<file path="src/rtl/puf_challenge_ctrl_pkg.sv">
// Shared FSM state encoding, counter sizing and constants for the PUF challenge sequencer.
// Pure declarations only: no logic, no latency, no flow control.
package puf_ctrl_pkg;

  typedef enum logic [2:0] {IDLE, FILL, ISSUE, WAIT, HOLD} puf_ctrl_state_t;

  localparam int TXN_CNT_W = 16;

  // Counter width able to hold 0..n-1, never narrower than one bit.
  function automatic int cnt_w(input int n);
    return (n <= 2) ? 1 : $clog2(n);
  endfunction

endpackage

</file>
<file path="src/rtl/puf_challenge_ctrl_if.sv">
// Host-side bundle of the PUF sequencer: request level plus the challenge/response valid/ready pair.
// The slave side (the sequencer) holds chal_out/resp_data/resp_err stable while resp_valid waits on resp_ready.
interface puf_challenge_ctrl_if #(
  parameter int N_CB   = 64,
  parameter int N_RESP = 8
);
  logic              req;
  logic [N_CB-1:0]   chal_out;
  logic              resp_valid;
  logic              resp_ready;
  logic [N_RESP-1:0] resp_data;
  logic              resp_err;

  modport master (
    output req, resp_ready,
    input  chal_out, resp_valid, resp_data, resp_err
  );

  modport slave (
    input  req, resp_ready,
    output chal_out, resp_valid, resp_data, resp_err
  );
endinterface

</file>
<file path="src/rtl/puf_challenge_ctrl.sv">
// Refills the TRNG challenge after a request, launches one PUF evaluation, returns challenge/response.
// Request-to-resp_valid >= N_CB/N_RNG+3 cycles; the pair is held until resp_ready, one transaction in flight.
module puf_challenge_ctrl
  import puf_ctrl_pkg::*;
#(
  parameter int N_CB    = 64,
  parameter int N_RNG   = 8,
  parameter int N_RESP  = 8,
  parameter int TIMEOUT = 255
) (
  input  logic                 clk,
  input  logic                 rst,
  input  logic [N_CB-1:0]      chal_in,
  input  logic                 puf_done,
  input  logic [N_RESP-1:0]    puf_resp,
  output logic                 puf_start,
  output logic                 busy,
  output logic [TXN_CNT_W-1:0] txn_cnt,
  puf_challenge_ctrl_if.slave  host
);

  localparam int FILL_CYC = N_CB / N_RNG;
  localparam int FILL_W   = cnt_w(FILL_CYC);
  localparam int WAIT_W   = cnt_w(TIMEOUT);
  localparam logic [FILL_W-1:0] FILL_LAST = FILL_W'(FILL_CYC - 1);
  localparam logic [WAIT_W-1:0] WAIT_LAST = WAIT_W'(TIMEOUT - 1);

  puf_ctrl_state_t      state, state_nxt;
  logic [FILL_W-1:0]    fill_cnt, fill_nxt;
  logic [WAIT_W-1:0]    wait_cnt, wait_nxt;
  logic [N_CB-1:0]      chal_nxt;
  logic [N_RESP-1:0]    data_nxt;
  logic                 err_nxt;
  logic [TXN_CNT_W-1:0] txn_nxt;
  logic                 start_nxt, valid_nxt, busy_nxt;

  always_ff @(posedge clk) begin
    if (rst) begin
      state           <= IDLE;
      fill_cnt        <= '0;
      wait_cnt        <= '0;
      puf_start       <= 1'b0;
      busy            <= 1'b0;
      txn_cnt         <= '0;
      host.chal_out   <= '0;
      host.resp_valid <= 1'b0;
      host.resp_data  <= '0;
      host.resp_err   <= 1'b0;
    end else begin
      state           <= state_nxt;
      fill_cnt        <= fill_nxt;
      wait_cnt        <= wait_nxt;
      puf_start       <= start_nxt;
      busy            <= busy_nxt;
      txn_cnt         <= txn_nxt;
      host.chal_out   <= chal_nxt;
      host.resp_valid <= valid_nxt;
      host.resp_data  <= data_nxt;
      host.resp_err   <= err_nxt;
    end
  end

  always_comb begin
    state_nxt = state;
    fill_nxt  = fill_cnt;
    wait_nxt  = wait_cnt;
    chal_nxt  = host.chal_out;
    data_nxt  = host.resp_data;
    err_nxt   = host.resp_err;
    txn_nxt   = txn_cnt;

    unique case (state)
      IDLE: begin
        if (host.req) begin
          state_nxt = FILL;
          fill_nxt  = '0;
        end
      end
      // Hold off the launch until a full register's worth of bits has arrived after the request.
      FILL: begin
        if (fill_cnt == FILL_LAST) begin
          chal_nxt  = chal_in;
          state_nxt = ISSUE;
        end else begin
          fill_nxt = fill_cnt + 1'b1;
        end
      end
      ISSUE: begin
        wait_nxt  = '0;
        state_nxt = WAIT;
      end
      // A done pulse in the final allowed cycle still beats the timeout.
      WAIT: begin
        if (puf_done) begin
          data_nxt  = puf_resp;
          err_nxt   = 1'b0;
          state_nxt = HOLD;
        end else if (wait_cnt == WAIT_LAST) begin
          data_nxt  = '0;
          err_nxt   = 1'b1;
          state_nxt = HOLD;
        end else begin
          wait_nxt = wait_cnt + 1'b1;
        end
      end
      HOLD: begin
        if (host.resp_valid && host.resp_ready) begin
          txn_nxt   = txn_cnt + 1'b1;
          state_nxt = IDLE;
        end
      end
      default: state_nxt = IDLE;
    endcase

    // Outputs are registered from the next state so they line up with the state they describe.
    start_nxt = (state_nxt == ISSUE);
    valid_nxt = (state_nxt == HOLD);
    busy_nxt  = (state_nxt != IDLE);
  end

endmodule

</file>
<file path="src/flat_wrapper.sv">
// flat-port wrapper written by rule: the top's interface ports become plain ports
module puf_challenge_ctrl_flat import puf_ctrl_pkg::*;
#(
  parameter int N_CB    = 64,
  parameter int N_RNG   = 8,
  parameter int N_RESP  = 8,
  parameter int TIMEOUT = 255
)
  (clk, rst, chal_in, puf_done, puf_resp, puf_start, busy, txn_cnt, host_req, host_resp_ready, host_chal_out, host_resp_valid, host_resp_data, host_resp_err);
  puf_challenge_ctrl_if #(.N_CB(N_CB), .N_RESP(N_RESP)) host_i ();
  input  logic clk;
  input  logic rst;
  input  logic [N_CB-1:0] chal_in;
  input  logic puf_done;
  input  logic [N_RESP-1:0] puf_resp;
  output logic puf_start;
  output logic busy;
  output logic [TXN_CNT_W-1:0] txn_cnt;
  input wire logic [$bits(host_i.req)-1:0] host_req;
  input wire logic [$bits(host_i.resp_ready)-1:0] host_resp_ready;
  output wire logic [$bits(host_i.chal_out)-1:0] host_chal_out;
  output wire logic [$bits(host_i.resp_valid)-1:0] host_resp_valid;
  output wire logic [$bits(host_i.resp_data)-1:0] host_resp_data;
  output wire logic [$bits(host_i.resp_err)-1:0] host_resp_err;
  assign host_i.req = host_req;
  assign host_i.resp_ready = host_resp_ready;
  assign host_chal_out = host_i.chal_out;
  assign host_resp_valid = host_i.resp_valid;
  assign host_resp_data = host_i.resp_data;
  assign host_resp_err = host_i.resp_err;
  puf_challenge_ctrl #(.N_CB(N_CB), .N_RNG(N_RNG), .N_RESP(N_RESP), .TIMEOUT(TIMEOUT)) u_core (.clk(clk), .rst(rst), .chal_in(chal_in), .puf_done(puf_done), .puf_resp(puf_resp), .puf_start(puf_start), .busy(busy), .txn_cnt(txn_cnt), .host(host_i));
endmodule
</file>
<file path="config.mk">
export PLATFORM = sky130hd
export DESIGN_NAME = puf_challenge_ctrl_flat
export DESIGN_NICKNAME = d
export VERILOG_FILES = /design/src/rtl/puf_challenge_ctrl_pkg.sv /design/src/rtl/puf_challenge_ctrl_if.sv /design/src/rtl/puf_challenge_ctrl.sv /design/src/flat_wrapper.sv
export SDC_FILE = /design/constraint.sdc
export NUM_CORES = 1
export LEC_CHECK = 0
export ABC_AREA = 0
export CORE_ASPECT_RATIO = 0.9
export CORE_MARGIN = 3
export CORE_UTILIZATION = 43
export DETAILED_ROUTE_END_ITERATION = 6
export PLACE_DENSITY = 0.8
export SETUP_SLACK_MARGIN = 0.3
export SKIP_LAST_GASP = 1
export SYNTH_ARGS = -nofsm -noshare
export SYNTH_HDL_FRONTEND = slang
export SYNTH_SLANG_ARGS = --single-unit
</file>
<file path="constraint.sdc">
create_clock -name clk -period 1.9 [get_ports clk]
set_clock_uncertainty 0.05 [all_clocks]
set_input_delay 0.57 -clock clk [delete_from_list [all_inputs] [get_ports clk]]
set_output_delay 0.57 -clock clk [all_outputs]
set_load 0.02 [all_outputs]
</file>
; ---- Word-level counts from Yosys, hierarchy flattened
; Index checks and enable logic that the tools add are counted.
[classes]
muxes = 16
n_eq_ne = 12
n_reduce_logical = 11
add_sub_neg = 3
[ops]
columns = op, count
row1 = $mux 8, 4
row2 = $mux 3, 7
row3 = $add 16x1->16 const B, 1
row4 = $pmux 8 s2, 1
row5 = $pmux 3 s5, 1
row6 = $eq 3x2->1 const B, 3
row7 = $eq 3x3->1 const B, 3
row8 = $add 8x1->8 const B, 1
row9 = $eq 8x8->1 const B, 1
row10 = $ne 2x2->1 const B, 4
row11 = $pmux 3 s2, 1
row12 = $reduce_and 2->1, 3
row13 = $reduce_and 3->1, 2
row14 = $reduce_bool 2->1, 3
row15 = $add 3x1->3 const B, 1
row16 = $eq 3x1->1 const B, 1
row17 = $logic_not 3->1, 1
row18 = $reduce_bool 3->1, 1
row19 = $mux 1, 2
row20 = $logic_and 1x1->1, 1
[word_totals]
in_bits = 77
ff_bits = 106
wordCells = 52

; ---- Longest topological paths before layout
[depth]
ltp_word = 5
mapped_depth = 7

; ---- Worst setup path after synthesis
; OpenSTA, ideal clock, no wires.
[synth_path]
path_kind = register to register
start = register u_core.txn_cnt[0]
end = register u_core.txn_cnt[12]
path_slack_ns = 0.253
stages_incl_launch_ff = 6
t_arrival_ns = 1.527
setup_ns = 0.070
synth_period_minus_slack_ns = 1.647
t_required_ns = 1.780
path_buffers = 0
cell_sequence = dfxtp_1 -> ha_1 -> and4bb_2 -> nand4_1 -> or3_1 -> a21oi_1
[synth_via]
elab_chain_len = 1
[synth_rtl]
columns = element, line
row1 = "start, declared", puf_challenge_ctrl.sv:18  ; output logic [TXN_CNT_W-1:0] txn_cnt,
row2 = "start signal, assigned", puf_challenge_ctrl.sv:55  ; txn_cnt <= txn_nxt;
row3 = $add 16x1->16, puf_challenge_ctrl.sv:108  ; txn_nxt = txn_cnt + 1'b1;
; No other way between the ends.
; A chain may end at the register's enable or synchronous reset.

; ---- Worst setup path in the final report
[layout_path]
start = register u_core.txn_cnt[0]
end = output port txn_cnt[0]
[layout_rtl]
columns = element, line
row1 = "end, declared", flat_wrapper.sv:18  ; output logic [TXN_CNT_W-1:0] txn_cnt;
; No word-level cell between the ends.

==> results_dict.tcl <==
set metrics [dict create \
    power.density_cell_area_nw_per_um2 640 \
    clk_path_buf_depth 2 \
    rsz_0062_raised_after_global_routing "true" \
    wl_per_cell_microns 14.8 \
    holdBufCountCts 0 \
    drc 0 \
    yosys_warnings 0 \
    cap_violations 0 \
    worst_ir_drop_vdd_v 0.000484 \
    final_period_minus_worst_setup_slack_ns 1.62 \
    final.hold.worst_slack_ns 0.405 \
    timing.critical_path.from_type "flop" \
    holdCritPathClass "reg -> reg" \
    globalplace.congestion 0.771 \
    synth_compound_gate_area_share_pct 15.3 \
    antenna_cells 0 \
    power.leakage_uw 0.00246 \
    worstRegToRegCells 6 \
    worstMarginPinSlew_ns 0.495 \
    clock-root-buffer "sky130_fd_sc_hd__clkbuf_8" \
    run_status "completed" \
    netlist_area_sq_um 4130 \
    cp_max_fo 4 \
    critical_path.endpoint_type "output pin" \
    port_buffers 168 \
    slew_violations 0 \
    postRouteWirelength_microns 12000 \
    core_area_sq_um 9250 \
    synth-main-ff-cell "sky130_fd_sc_hd__dfxtp_1" \
    path_class "reg -> out" \
    syn_nets 580 \
    first_iter_violations 169 \
    total_switching_power_uw 801 \
    ys_ff_latch 106 \
    dieWidth_microns 109 \
    cts.sink_count 106 \
    hpwlAfterDp_microns 8510 \
    clk_pin_slew_ns 0.09 \
    ioPinCount 169 \
    synth_top_family_by_area "simple AND/OR/NAND/NOR gates" \
    drt-vias-per-instance 5.13 \
    power_switching_share_pct 20.5 \
    synth-xor-area-share_pct 1.91 \
    first_pass_iters 5 \
    die_y_microns 99.0 \
    fill_cells 798 \
    finalHoldViolCount 0 \
    finalSetupViolCount 0 \
    cts_buffers 9 \
    avgSynthCellArea_sq_um 8.29 \
    number_of_antenna_violations_at_the_first_check_in_global_routing 0 \
    worst_hold_path.num_cells 2 \
    clockPowerShare_pct 36.4 \
    latest_clock_arrival_within_the_worst_skew_pair_ns 0.35 \
    post_synth_and_or_nand_nor_area_fraction_pct 25.8 \
    nets 772 \
    async_reset_ff_share_pct 0 \
    edff_count_synth 0 \
    grt_overflow 0 \
    yosys.area_share.adder_pct 1.52 \
    maximum_level_of_the_cts_h_tree 3 \
    worstPathArrival_ns 1.00 \
    grt_pass1_vias 4049 \
    rows 33 \
    ant_nets 0 \
    worst_slew_margin_rel_pct 67.0 \
    syn_inst 498 \
    cell_internal_pwr_uw 3100 \
    synth.distinct_cells 48 \
    seq_area_frac_synth_pct 51.4 \
    crit_required_ns 1.28 \
    vias 4174 \
    tns_ns 0 \
    area_growth_pct 47.7 \
    start_util_pct 44.6 \
    grt_first_pass_wirelength_microns 18800 \
    share_seq_of_total_power_pct 57.0 \
    share_of_synthesized_area_spent_on_multiplexers_pct 0.485 \
    grt_usage_pct 21.4 \
    pwr-share-comb_pct 6.6 \
    drive_above_1_share_pct 27.5 \
    fmax_mhz 616 \
    design.die.area_sq_um 10800 \
    grt_start_max_net_pins 49 \
    period_share_pct 85.5 \
    clock_tree_from_tritoncts "done" \
]
## cell usage in the layout (no fill, tap or decap), types with 4 or more instances in the layout
cell type / netlist / final
sky130_fd_sc_hd__nand2b_1: 4 / 4
sky130_fd_sc_hd__clkbuf_8: 0 / 9
sky130_fd_sc_hd__nor3_1: 6 / 6
sky130_fd_sc_hd__nand2_1: 147 / 147
sky130_fd_sc_hd__dfxtp_4: 0 / 5
sky130_fd_sc_hd__nand4_1: 9 / 9
sky130_fd_sc_hd__or3_1: 6 / 6
sky130_fd_sc_hd__xor2_1: 7 / 7
sky130_fd_sc_hd__dfxtp_2: 0 / 14
sky130_fd_sc_hd__a22o_1: 8 / 8
sky130_fd_sc_hd__clkdlybuf4s50_1: 0 / 73
sky130_fd_sc_hd__buf_4: 1 / 36
sky130_fd_sc_hd__a21oi_1: 83 / 81
sky130_fd_sc_hd__or4_1: 5 / 5
sky130_fd_sc_hd__nand3_1: 10 / 8
sky130_fd_sc_hd__nor2_1: 17 / 16
sky130_fd_sc_hd__buf_2: 9 / 88
sky130_fd_sc_hd__o21ai_0: 8 / 6
sky130_fd_sc_hd__dfxtp_1: 106 / 87
sky130_fd_sc_hd__clkdlybuf4s15_2: 0 / 5
## worst max-delay path, stage by stage, from the launching register on
cell	delay (ns)
sky130_fd_sc_hd__dfxtp_4	0.37
sky130_fd_sc_hd__buf_4	0.13
sky130_fd_sc_hd__buf_2	0.15
## synthesized netlist by cell type, types with 4 or more instances
cell type,number,area (sq um)
sky130_fd_sc_hd__clkbuf_1,17,63.8
sky130_fd_sc_hd__and3_1,5,31.3
sky130_fd_sc_hd__a21oi_1,83,415
sky130_fd_sc_hd__dfxtp_1,106,2120
sky130_fd_sc_hd__nand2b_1,4,25.0
sky130_fd_sc_hd__nand4_1,9,56.3
sky130_fd_sc_hd__or4_1,5,37.5
sky130_fd_sc_hd__nand3_1,10,50.1
sky130_fd_sc_hd__xor2_1,7,61.3
sky130_fd_sc_hd__o21ai_0,8,40.0
sky130_fd_sc_hd__or3_1,6,37.5
sky130_fd_sc_hd__nand2_1,147,552
sky130_fd_sc_hd__buf_2,9,45.0
sky130_fd_sc_hd__inv_1,4,15.0
sky130_fd_sc_hd__nor2_1,17,63.8
sky130_fd_sc_hd__ha_1,5,62.6
sky130_fd_sc_hd__a22o_1,8,70.1
sky130_fd_sc_hd__nor3_1,6,30.0
## worst paths after layout
kind | start | endpoint | slack (ns)
worst max-delay path | u_core.txn_cnt[0] | txn_cnt[0] | 0.28
worst max register to register | u_core.wait_cnt[1] | u_core.puf_start | 0.32
worst min-delay path | u_core.host.chal_out[33] | u_core.host.chal_out[33] | 0.40
worst min register to register | u_core.host.chal_out[33] | u_core.host.chal_out[33] | 0.40
## power groups by stage
stage                     Sequential, uW  Clock, uW  Combinational, uW
final                               2230       1420                257
after global routing                2230       1540                276
after CTS                           2230       1460                255
after detailed placement            2290          0                251
after global placement              2290          0                248
after floorplan                     2280          0               63.5
## flip-flops by register name, indices dropped and copies added (netlist names)
name,cells
u_core.puf_start,1
u_core.wait_cnt,8
u_core.state,3
u_core.host.resp_err,1
u_core.host.resp_data,8
u_core.busy,1
u_core.txn_cnt,16
u_core.host.resp_valid,1
u_core.host.chal_out,64
u_core.fill_cnt,3
## logic make-up after synthesis
| logic type | after synthesis |
|---|---|
| mux | 2 |
| fa+ha+maj | 5 |
| simple gates | 229 |
| xor+xnor | 9 |
| flops | 106 |
| buf+inv | 33 |
| compound gates | 114 |
## metal layers
layer  track usage, %  vias up  wire (microns)
met3             7.47       23            1030
met2             37.9      132            5980
met1             24.1     1936            4820
li1                 -     2083               -
met5                0        -               0
met4             6.23        0             216
## area by class of cell
| type | instances | area [sq um] | area share [%] |
|---|---|---|---|
| Tap cell | 122 | 153 | 2.50 |
| Clock buffer | 9 | 124 | 2.03 |
| Inverter | 4 | 15.0 | 0.246 |
| Multi-Input combinational cell | 359 | 1960 | 32.2 |
| Sequential cell | 106 | 2160 | 35.4 |
| Timing Repair Buffer | 210 | 1610 | 26.5 |
| Clock inverter | 4 | 70.1 | 1.15 |
## timing repair
item / in CTS / in global routing
pin swaps: 7 / 9
buffers inserted: 5 / 8
hold endpoints to repair: 0 / 0
gates resized for setup: 354 / 58
setup endpoints to repair: 168 / 126
cloned: 0 / 1
## metrics by stage
stage | area [sq um] | setup slack [ns] | utilization (%) | power [uW] | std cells
finish | 6100 | 0.276 | 65.9 | 3910 | 814
global route | 6100 | 0.213 | 65.9 | 4040 | 814
CTS | 6160 | 0.225 | 66.6 | 3950 | 805
detailed placement | 6070 | -0.264 | 65.7 | 2540 | 787
global placement | 6070 | -0.211 | 65.7 | 2530 | 787
floorplan | 4140 | 0.301 | - | 2350 | 498
No activity file was read; power rests on OpenSTA's default activity.
